### config.mk
export PLATFORM = sky130hd
export DESIGN_NAME = cmos_frame_gate
export DESIGN_NICKNAME = d
export VERILOG_FILES = /design/src/rtl/cmos_frame_gate.sv
export SDC_FILE = /design/constraint.sdc
export NUM_CORES = 1
export LEC_CHECK = 0
export ABC_AREA = 0
export ABC_CLOCK_PERIOD_IN_PS = 2200
export CAP_MARGIN = 5
export CORE_MARGIN = 2
export CORE_UTILIZATION = 46
export DETAILED_ROUTE_END_ITERATION = 8
export PLACE_DENSITY = 0.76
export RECOVER_POWER = 25
export SETUP_SLACK_MARGIN = 0.05
export SKIP_CTS_REPAIR_TIMING = 1
export SKIP_LAST_GASP = 1
export SYNTH_ARGS = -nofsm -noshare
export SYNTH_HDL_FRONTEND = slang
export SYNTH_SLANG_ARGS = --single-unit
export TNS_END_PERCENT = 100
### constraint.sdc
create_clock -name cmos_pclk -period 2.2 [get_ports cmos_pclk]
set_input_delay 0.22 -clock cmos_pclk [delete_from_list [all_inputs] [get_ports cmos_pclk]]
set_output_delay 0.22 -clock cmos_pclk [all_outputs]
set_load 0.01 [all_outputs]
### src/rtl/cmos_frame_gate.sv
// Gates a CMOS capture stream into the frame-buffer write port: settles after sensor
// config, then forwards whole frames with decimation, freeze and single-frame snapshot.
module cmos_frame_gate #(
    parameter int SETTLE_FRAMES = 10,
    parameter int DW            = 16
) (
    input  logic          cmos_pclk,
    input  logic          I_rst_n,
    input  logic          I_cfg_done,
    input  logic          I_vs,
    input  logic          I_de,
    input  logic [DW-1:0] I_data,
    input  logic          I_freeze,
    input  logic          I_snap,
    input  logic [3:0]    I_skip,
    output logic          O_vs,
    output logic          O_de,
    output logic [DW-1:0] O_data,
    output logic [1:0]    O_state,
    output logic [15:0]   O_frame_cnt,
    output logic          O_wr_active
);

    typedef enum logic [1:0] {
        WAIT_CFG = 2'd0,
        SETTLE   = 2'd1,
        RUN      = 2'd2,
        FROZEN   = 2'd3
    } state_t;

    localparam logic [15:0] SETTLE_N = 16'(SETTLE_FRAMES);

    state_t        state;
    logic          cfg_m, cfg_s, vs_r;
    logic          rise, fall;
    logic          grant, grant_dec, g;
    logic          snap_pending;
    logic [3:0]    skip_cnt;
    logic [15:0]   settle_cnt, frame_cnt;
    logic          vs_p1, de_p1;
    logic [DW-1:0] data_p1;

    assign rise = I_vs & ~vs_r;
    assign fall = ~I_vs & vs_r;

    always_comb begin
        grant_dec = 1'b0;
        case (state)
            RUN:     grant_dec = (skip_cnt == 4'd0);
            FROZEN:  grant_dec = snap_pending | I_snap;
            default: grant_dec = 1'b0;
        endcase
    end

    // A dropped config kills forwarding immediately rather than waiting for the state to catch up.
    assign g = cfg_s & (rise ? grant_dec : grant);

    // ---- stage p0: config sync, frame edge detect, frame counter ----
    always_ff @(posedge cmos_pclk or negedge I_rst_n) begin
        if (!I_rst_n) begin
            cfg_m     <= 1'b0;
            cfg_s     <= 1'b0;
            vs_r      <= 1'b0;
            frame_cnt <= 16'd0;
        end else begin
            cfg_m <= I_cfg_done;
            cfg_s <= cfg_m;
            vs_r  <= I_vs;
            if (fall)
                frame_cnt <= frame_cnt + 16'd1;
        end
    end

    always_ff @(posedge cmos_pclk or negedge I_rst_n) begin
        if (!I_rst_n) begin
            state        <= WAIT_CFG;
            grant        <= 1'b0;
            snap_pending <= 1'b0;
            skip_cnt     <= 4'd0;
            settle_cnt   <= 16'd0;
        end else if (!cfg_s) begin
            state        <= WAIT_CFG;
            grant        <= 1'b0;
            snap_pending <= 1'b0;
            skip_cnt     <= 4'd0;
        end else begin
            if (rise)
                grant <= grant_dec;
            else if (fall)
                grant <= 1'b0;

            if (rise && state == RUN)
                skip_cnt <= (skip_cnt == 4'd0) ? I_skip : skip_cnt - 4'd1;

            // A snap arriving on the rise cycle is consumed by that same frame.
            if (state == FROZEN) begin
                if (rise && grant_dec)
                    snap_pending <= 1'b0;
                else if (I_snap)
                    snap_pending <= 1'b1;
            end

            case (state)
                WAIT_CFG: begin
                    state      <= SETTLE;
                    settle_cnt <= 16'd0;
                end
                SETTLE: if (fall) begin
                    settle_cnt <= settle_cnt + 16'd1;
                    if (settle_cnt + 16'd1 >= SETTLE_N) begin
                        state    <= RUN;
                        skip_cnt <= 4'd0;
                    end
                end
                RUN: if (fall && I_freeze)
                    state <= FROZEN;
                FROZEN: if (fall && !I_freeze) begin
                    state    <= RUN;
                    skip_cnt <= 4'd0;
                end
                default: state <= WAIT_CFG;
            endcase
        end
    end

    // ---- stage p1: gated output stream ----
    always_ff @(posedge cmos_pclk or negedge I_rst_n) begin
        if (!I_rst_n) begin
            vs_p1   <= 1'b0;
            de_p1   <= 1'b0;
            data_p1 <= '0;
        end else begin
            vs_p1   <= I_vs & g;
            de_p1   <= I_de & g;
            data_p1 <= g ? I_data : '0;
        end
    end

    assign O_vs        = vs_p1;
    assign O_de        = de_p1;
    assign O_data      = data_p1;
    assign O_wr_active = grant;
    assign O_state     = state;
    assign O_frame_cnt = frame_cnt;

endmodule

* Word level (Yosys, flattened, before mapping)
Cells that the tools add are included.
** Word-level totals
- Register bits after elaboration :: 61
- Input port bits :: 27
- Word-level logic and storage cells :: 71
- Output and inout bits :: 37
** Cells by class
- Reduce and logical (&&, ||, !) cells :: 11
- Magnitude comparators :: 1
- $add $sub $neg :: 3
- Bitwise logic cells :: 8
- Muxes and demuxes :: 25
- Equal/unequal tests :: 11
** Operator list (count)
- 16-bit by 1-bit adder with 16-bit output, second input constant :: 2
- 16-bit 2-to-1 mux :: 2
- 16-bit one-hot mux with 2 select lines :: 1
- 4-bit 2-to-1 mux :: 6
- 16-bit by 4-bit greater-or-equal comparator with 1-bit output, second input constant :: 1
- 2-bit 2-to-1 mux :: 5
- 3-bit by 2-bit inequality test with 1-bit output, second input constant :: 3
- 1-bit 2-to-1 mux :: 8
- 2-bit one-hot mux with 4 select lines :: 1
- 4-bit one-hot mux with 2 select lines :: 1
- 3-bit inequality test, second input constant :: 2
- 1-bit AND :: 5
- 2-bit equality test, second input constant :: 2
- 1-bit logical AND :: 4
- 4-bit zero test :: 1
- 4-bit AND reduction :: 1
- 4-bit by 1-bit subtractor with 4-bit output, second input constant :: 1
- 3-bit by 1-bit inequality test with 1-bit output, second input constant :: 1
- 3-bit AND reduction :: 1
- 2-bit by 1-bit equality test with 1-bit output, second input constant :: 1
- 2-bit zero test :: 1
- 2-bit by 1-bit inequality test with 1-bit output, second input constant :: 1
- 2-bit inequality test, second input constant :: 1
- 1-bit NOT :: 2
- other kinds (5) :: 5

* Longest topological paths before layout
Gate-level depths: netlist of the first run.
- Word-level depth :: 8
- Gate-level depth with buffers :: 8
- Mapped depth without buffers :: 8

* Worst setup path before layout of the first run
OpenSTA, ideal clock, no wires.
- Path kind :: flip-flop to flip-flop
- From :: register settle_cnt[0]
- To :: register state[1] (netlist: O_state[1])
- Path buffers :: 0
- Period minus slack after synthesis :: 2.059 ns
- Slack :: 0.141 ns
- Setup time :: 0.119 ns
- Cell stages (with the launch flop) :: 8
- Arrival time :: 1.940 ns
- Data required time :: 2.081 ns
- Cell sequence :: dfrtp_1 -> ha_1 -> xor2_1 -> a2111o_1 -> and3_4 -> nor4_4 -> a31oi_1 -> o21a_1
** On the way
- Word-level cells in the longest chain between the ends :: 4
** Ends and longest elaborated chain
- from (decl) :: line 39 : logic [15:0] settle_cnt, frame_cnt;
- from (signal assigned) :: line 109 : settle_cnt <= settle_cnt + 16'd1;
- 16-bit by 1-bit adder with 16-bit output :: line 110 : if (settle_cnt + 16'd1 >= SETTLE_N) begin
- 16-bit by 4-bit greater-or-equal comparator with 1-bit output :: line 110
- 3-bit inequality test (no line)
- 4-bit AND reduction (no line)
- to (signal assigned) :: line 111 : state <= RUN;
- to (signal assigned) :: line 116 : state <= FROZEN;
- to (signal assigned) :: line 118 : state <= RUN;
- to (decl) :: line 33 : state_t state;
No other way between the ends.
A chain may end at the register's enable or synchronous reset.

* Worst setup path in the final report of the first run
- From :: register settle_cnt[1]
- To :: register skip_cnt[1]
** On the way
- Word-level cells in the longest chain between the ends :: 6
** Ends and longest elaborated chain
- 16-bit by 1-bit adder with 16-bit output :: line 110
- 16-bit by 4-bit greater-or-equal comparator with 1-bit output :: line 110
- 4-bit 2-to-1 mux :: line 110
- 4-bit 2-to-1 mux :: line 108 : SETTLE: if (fall) begin
- 4-bit one-hot mux with 2 select lines :: line 103 : case (state)
- 4-bit 2-to-1 mux :: line 81 : end else if (!cfg_s) begin
- to (signal assigned) :: line 93 : skip_cnt <= (skip_cnt == 4'd0) ? I_skip : skip_cnt - 4'd1;
- to (decl) :: line 38 : logic [3:0] skip_cnt;
No other way between the ends.

==> results.py, run 1 <==
metrics = {
    "sta": {
        "layout_min_cycle_time_ps": 2020,
        "max_freq_mhz": 495,
        "drv_slew": 0,
        "hold_viol": 0,
        "tightest_slew_ps": 1470,
        "rsz0062_at_grt": "false",
        "timing.setup.tns_ps": 0,
        "setup_violations": 0,
        "fin_crit_sh": 0.918,
        "fin_skew_ps": 11.5,
        "slew_headroom": 0.0201,
    },
    "global_routing": {
        "first_global_vias": 2437,
        "grt_max_degree": 62,
        "use_met2": 0.298,
        "grtUsageMet3": 0.0520,
        "antenna_found_initial": 0,
        "grt.busiest_layer": "met2",
        "grt_overflow": 0,
        "grtUsageTotal": 0.198,
        "met1_usage": 0.278,
        "grt_pass1_wl_um": 11600,
    },
    "worst_setup_path": {
        "reg2reg_to": "skip_cnt[1]",
        "worstSetupEndpointType": "register",
        "rrSetupSlack_ps": 180,
        "cp.required_ps": 2470,
        "critPathBufInv": 2,
        "reg2regPathDepth": 9,
        "path_max_fanout": 5,
        "critPathMaxStageDelay_ps": 420,
        "cp-start-kind": "register",
        "cp_top_family": "simple AND/OR/NAND/NOR gates",
        "slowest_stage": "dfrtp_1",
        "critPathKind": "register to register",
        "path_cells": "inv_1, ha_1, nand2b_1, a2111o_1, and3_4, nor4_4, buf_4, nand4_1, nand2_1",
        "regToRegStartpoint": "settle_cnt[1]",
        "worst_ep_arrival_time_ps": 2290,
    },
    "power": {
        "irDropWorstVdd_uv": 536,
        "powerDensity_nw_per_um2": 633,
        "p_leak_nw": 1.88,
    },
    "floorplanning": {
        "start_util": 0.478,
        "core_sq_um": 6390,
        "dieArea_sq_um": 7310,
        "num_rows": 29,
        "die_y_um": 85.5,
        "die_w_um": 85.5,
        "pin_count": 64,
    },
    "synth": {
        "syn_area_per_cell_sq_um": 9.79,
        "syn_inst": 312,
        "yosysSeqAreaShare": 0.500,
        "synth_edf_count": 0,
        "synthesis.nets": 343,
        "synth_area_sq_um": 3060,
        "postSynth.asyncResetShare": 1.00,
        "ys_ff_latch": 61,
        "ys_warn_count": 0,
        "synth_ff_type": "dfrtp_1",
        "synth.distinct_cells": 47,
    },
    "clocking": {
        "root_buffer": "clkbuf_8",
        "cts_made_buffers": 9,
        "tritoncts": "done",
        "path_clk_slew_ps": 70,
        "clock_latency_ps": 340,
        "cts_buffer_depth": 2,
        "clock-sinks": 61,
        "h-tree-depth": 3,
    },
    "detailed_routing": {
        "num_vias": 2569,
        "drcViolationCount": 0,
        "drtAntennaViolNets": 0,
        "first_pass_iters": 4,
        "routed_wl_um": 6710,
        "wl_per_cell_um": 14.5,
        "vias_per_cell": 5.55,
        "drt_iter0_markers": 130,
    },
    "flow_run": {
        "drv_cap": 0,
    },
    "final_layout": {
        "drive_above_1_share": 0.111,
        "fin_area_sq_um": 3990,
        "instances_no_fill": 463,
        "antenna_cells": 0,
        "synthToLayoutAreaGrowth_pct": 30.7,
        "fin_nets": 413,
    },
    "run_status": {
        "status": "finished clean",
    },
    "place": {
        "dp.cells": 448,
        "port_buffers": 63,
        "place_area_sq_um": 3800,
        "dp_hpwl_um": 4750,
        "gp_congestion": 0.819,
    },
    "min_path": {
        "hold_class": "input port to async pin",
    },
}
-- cells in the mapped netlist, types with 2 or more instances --
library cell	count	share of area
dfrtp_1	61	0.50
xor2_1	7	0.020
and3_1	25	0.051
ha_1	4	0.016
or2_2	2	0.0041
or3_1	2	0.0041
o211ai_1	2	0.0049
buf_2	5	0.0082
a31oi_1	7	0.014
and3_4	2	0.0074
nor2_1	26	0.032
nand4_1	11	0.023
clkbuf_1	10	0.012
or4_1	4	0.0098
o41ai_1	3	0.0086
and2_1	2	0.0041
o21ai_0	17	0.028
nand3_1	11	0.018
nor2b_1	2	0.0041
a21oi_1	5	0.0082
xnor2_1	13	0.037
mux2i_1	3	0.0098
inv_1	5	0.0061
o31ai_1	10	0.025
nor3_1	4	0.0066
nand2b_1	5	0.010
a21o_1	5	0.012
nand2_1	40	0.049
-- cells by family after synthesis --
logic type / share of synthesized area
buffers and inverters: 0.0315
AND/OR/NAND/NOR: 0.265
adder cells (fa/ha/maj): 0.0164
flip-flops: 0.500
multiplexers: 0.00983
AO/OA/AOI/OAI: 0.121
XOR/XNOR: 0.0573
-- worst max-delay path by stage --
stage,slack (ps),startpoint,cells past startpoint,endpoint
floorplan,140,settle_cnt[0],7,O_state[1]
global placement,160,settle_cnt[0],8,skip_cnt[1]
detailed placement,110,settle_cnt[0],8,skip_cnt[1]
CTS,90,settle_cnt[0],8,skip_cnt[2]
global route,50,settle_cnt[1],8,skip_cnt[2]
finish,180,settle_cnt[1],9,skip_cnt[1]
-- worst register-to-register path, stage by stage (launching register included) --
cell	delay [ps]
dfrtp_1	420
inv_1	60
ha_1	290
nand2b_1	60
a2111o_1	380
and3_4	180
nor4_4	220
buf_4	180
nand4_1	90
nand2_1	90
-- placed cells by master, fill, tap and decap left out, drive strengths merged, types with 12 or more instances in the layout --
cell type,synthesis,final
dfrtp,61,61
clkdlybuf4s50,0,60
nand2,40,40
and3,27,27
nor2,26,26
o21ai,19,19
xnor2,13,13
buf,7,13
nand3,12,12
nand4,12,12
-- cell type report --
cell class,instances,area [sq um]
Tap cell,77,96.3
Clock buffer,10,128
Sequential cell,61,1530
Timing Repair Buffer,76,721
Inverter,5,18.8
Clock inverter,5,52.6
Multi-Input combinational cell,229,1450
Fill cell,533,2390
-- where the power goes --
part	switching [mW]	leakage, nW	total [mW]	internal (mW)
clock	0.430	0.0919	0.940	0.511
combinational	0.143	0.956	0.331	0.188
sequential	0.0743	0.830	1.25	1.18
total	0.646	1.88	2.53	1.88
-- metrics by stage --
stage	total power, mW	utilization	worst slack [ps]	hold WS (ps)
after floorplan	1.40	-	141	-75.6
after global placement	1.60	0.595	164	342
after detailed placement	1.61	0.595	112	341
after CTS	2.55	0.623	86.9	54.8
after global routing	2.65	0.625	48.5	369
final	2.53	0.625	181	319
-- metal layers --
| metal | share of wire | up-vias |
|---|---|---|
| met2 | 0.47 | 66 |
| met1 | 0.47 | 1246 |
| met3 | 0.056 | 5 |
| met5 | 0 | - |
| li1 | - | 1252 |
| met4 | 0.0054 | 0 |
-- state kept, by name, summed over array words and instances, names as in the netlist --
signal,cells
O_frame_cnt,16
settle_cnt,16
O_de,1
O_state,2
cfg_s,1
vs_r,1
cfg_m,1
O_vs,1
O_wr_active,1
O_data,16
skip_cnt,4
snap_pending,1
No activity file was read; power rests on OpenSTA's default activity.
==> run 2, diff against run 1 <==
--- a/config.mk
+++ b/config.mk
@@ -8,5 +8,5 @@
 export ABC_AREA = 0
 export ABC_CLOCK_PERIOD_IN_PS = 2200
-export CAP_MARGIN = 5
+export CAP_MARGIN = 20
 export CORE_MARGIN = 2
 export CORE_UTILIZATION = 46
==> constraint.sdc (replaced) <==
create_clock -name cmos_pclk -period 2.2 [get_ports cmos_pclk]
set_input_delay 0.22 -clock cmos_pclk [delete_from_list [all_inputs] [get_ports cmos_pclk]]
set_output_delay 0.22 -clock cmos_pclk [all_outputs]
set_load 0.05 [all_outputs]
==> results of run 2 <==
Same layout as run 1 (identical final DEF). Status: finished clean.
Main changes from that run: total power 2.53 mW -> 2.68 mW; worst IR drop on VDD 536 uV -> 675 uV
==> run 3, diff against run 2 <==
==> constraint.sdc (replaced) <==
create_clock -name cmos_pclk -period 2.2 [get_ports cmos_pclk]
set_input_delay 0.33 -clock cmos_pclk [delete_from_list [all_inputs] [get_ports cmos_pclk]]
set_output_delay 0.33 -clock cmos_pclk [all_outputs]
set_load 0.05 [all_outputs]
==> results.py, run 3 (same netlist as run 1, synthesis figures left out) <==
metrics = {
    "worst_setup_path": {
        "cp-start-kind": "register",
        "reg2regPathDepth": 9,
        "cp_top_family": "buffers and inverters",
        "slowest_stage": "clkdlybuf4s50_1",
        "critPathMaxStageDelay_ps": 900,
        "cp.required_ps": 1870,
        "critPathBufInv": 1,
        "critPathKind": "register to primary output",
        "path_depth": 1,
        "worstSetupEndpointType": "primary output",
        "path_cells": "clkdlybuf4s50_1",
        "worst_ep_arrival_time_ps": 1760,
        "path_max_fanout": 11,
    },
    "global_routing": {
        "grtUsageTotal": 0.203,
        "grt_pass1_wl_um": 11800,
        "antenna_found_initial": 0,
        "grtUsageMet3": 0.0366,
        "grt_overflow": 0,
        "use_met2": 0.317,
        "met1_usage": 0.272,
        "first_global_vias": 2518,
        "grt.busiest_layer": "met2",
        "grt_max_degree": 31,
    },
    "detailed_routing": {
        "vias_per_cell": 5.60,
        "first_pass_iters": 4,
        "drcViolationCount": 0,
        "drt_iter0_markers": 65,
        "drtAntennaViolNets": 0,
        "routed_wl_um": 7240,
        "wl_per_cell_um": 15.3,
        "num_vias": 2650,
    },
    "final_layout": {
        "drive_above_1_share": 0.131,
        "fin_nets": 422,
        "fin_util": 0.646,
        "regArea_sq_um": 1530,
        "multi_input_area_sq_um": 1490,
        "synthToLayoutAreaGrowth_pct": 34.9,
        "antenna_cells": 0,
        "fill_cells": 506,
        "final_cell_mix": "60 x dfrtp_1, 60 x clkdlybuf4s50_1, 39 x nand2_1",
        "fin_area_sq_um": 4120,
    },
    "floorplanning": {
        "die_w_um": 85.5,
        "core_sq_um": 6390,
        "start_util": 0.478,
        "num_rows": 29,
        "die_y_um": 85.5,
        "pin_count": 64,
        "dieArea_sq_um": 7310,
    },
    "place": {
        "dp_hpwl_um": 4970,
        "port_buffers": 63,
        "gp_congestion": 0.810,
        "preCtsSetupSlack_ps": 24.3,
        "place_area_sq_um": 3850,
    },
    "clocking": {
        "cts_buffer_depth": 2,
        "cts_made_buffers": 9,
        "clock-sinks": 61,
        "clock_latency_ps": 340,
        "path_clk_slew_ps": 70,
        "tritoncts": "done",
        "h-tree-depth": 3,
        "root_buffer": "clkbuf_8",
    },
    "power": {
        "irDropWorstVdd_uv": 617,
        "powerDensity_nw_per_um2": 667,
        "p_leak_nw": 1.94,
    },
    "sta": {
        "hold_viol": 0,
        "slew_headroom": 0.494,
        "max_freq_mhz": 479,
        "timing.final.ws_setup_ps": 113,
        "drv_slew": 0,
        "layout_min_cycle_time_ps": 2090,
        "timing.setup.tns_ps": 0,
        "tightest_slew_ps": 759,
        "fin_skew_ps": 4.36,
        "fin_crit_sh": 0.948,
        "rsz0062_at_grt": "false",
        "setup_violations": 0,
        "whs_ps": 356,
    },
    "run_status": {
        "status": "finished clean",
    },
    "min_path": {
        "min_path_cells": 0,
        "hold_class": "register to register",
    },
    "flow_run": {
        "drv_cap": 0,
    },
}
run 3: layout make-up:
cell class	instances	share of cell area
clock buffer	12	0.0352
sequential	61	0.371
multi-input combinational	229	0.362
clock inverter	4	0.0115
tap	77	0.0234
inverter	5	0.00455
timing repair buffer	85	0.193
run 3: worst paths after layout:
kind                            slack (ps)              to           from
worst max-delay path                   110      O_state[0]     O_state[0]
min in group asynchronous              500  O_frame_cnt[9]        I_rst_n
worst min-delay path                   360           cfg_s          cfg_m
max in group asynchronous              500   settle_cnt[0]        I_rst_n
worst min register to register         360           cfg_s          cfg_m
worst max register to register         170     skip_cnt[1]  settle_cnt[1]
run 3: report_power, final:
part | internal (mW) | switching (mW) | total [mW] | leakage (nW)
Combinational | 0.200 | 0.304 | 0.504 | 1.01
Sequential | 1.18 | 0.0757 | 1.26 | 0.831
Clock | 0.551 | 0.437 | 0.988 | 0.0964
run 3: through the flow:
stage / total power [mW] / instances
after global routing: 2.86 / 473
after global placement: 1.76 / 453
after detailed placement: 1.77 / 453
after CTS: 2.76 / 469
after floorplan: 1.55 / 312
final: 2.75 / 473
run 3: metal layers:
layer,vias to the layer above,wire (um)
met5,-,0
met1,1290,3310
met4,0,155
met3,15,362
li1,1272,-
met2,73,3420
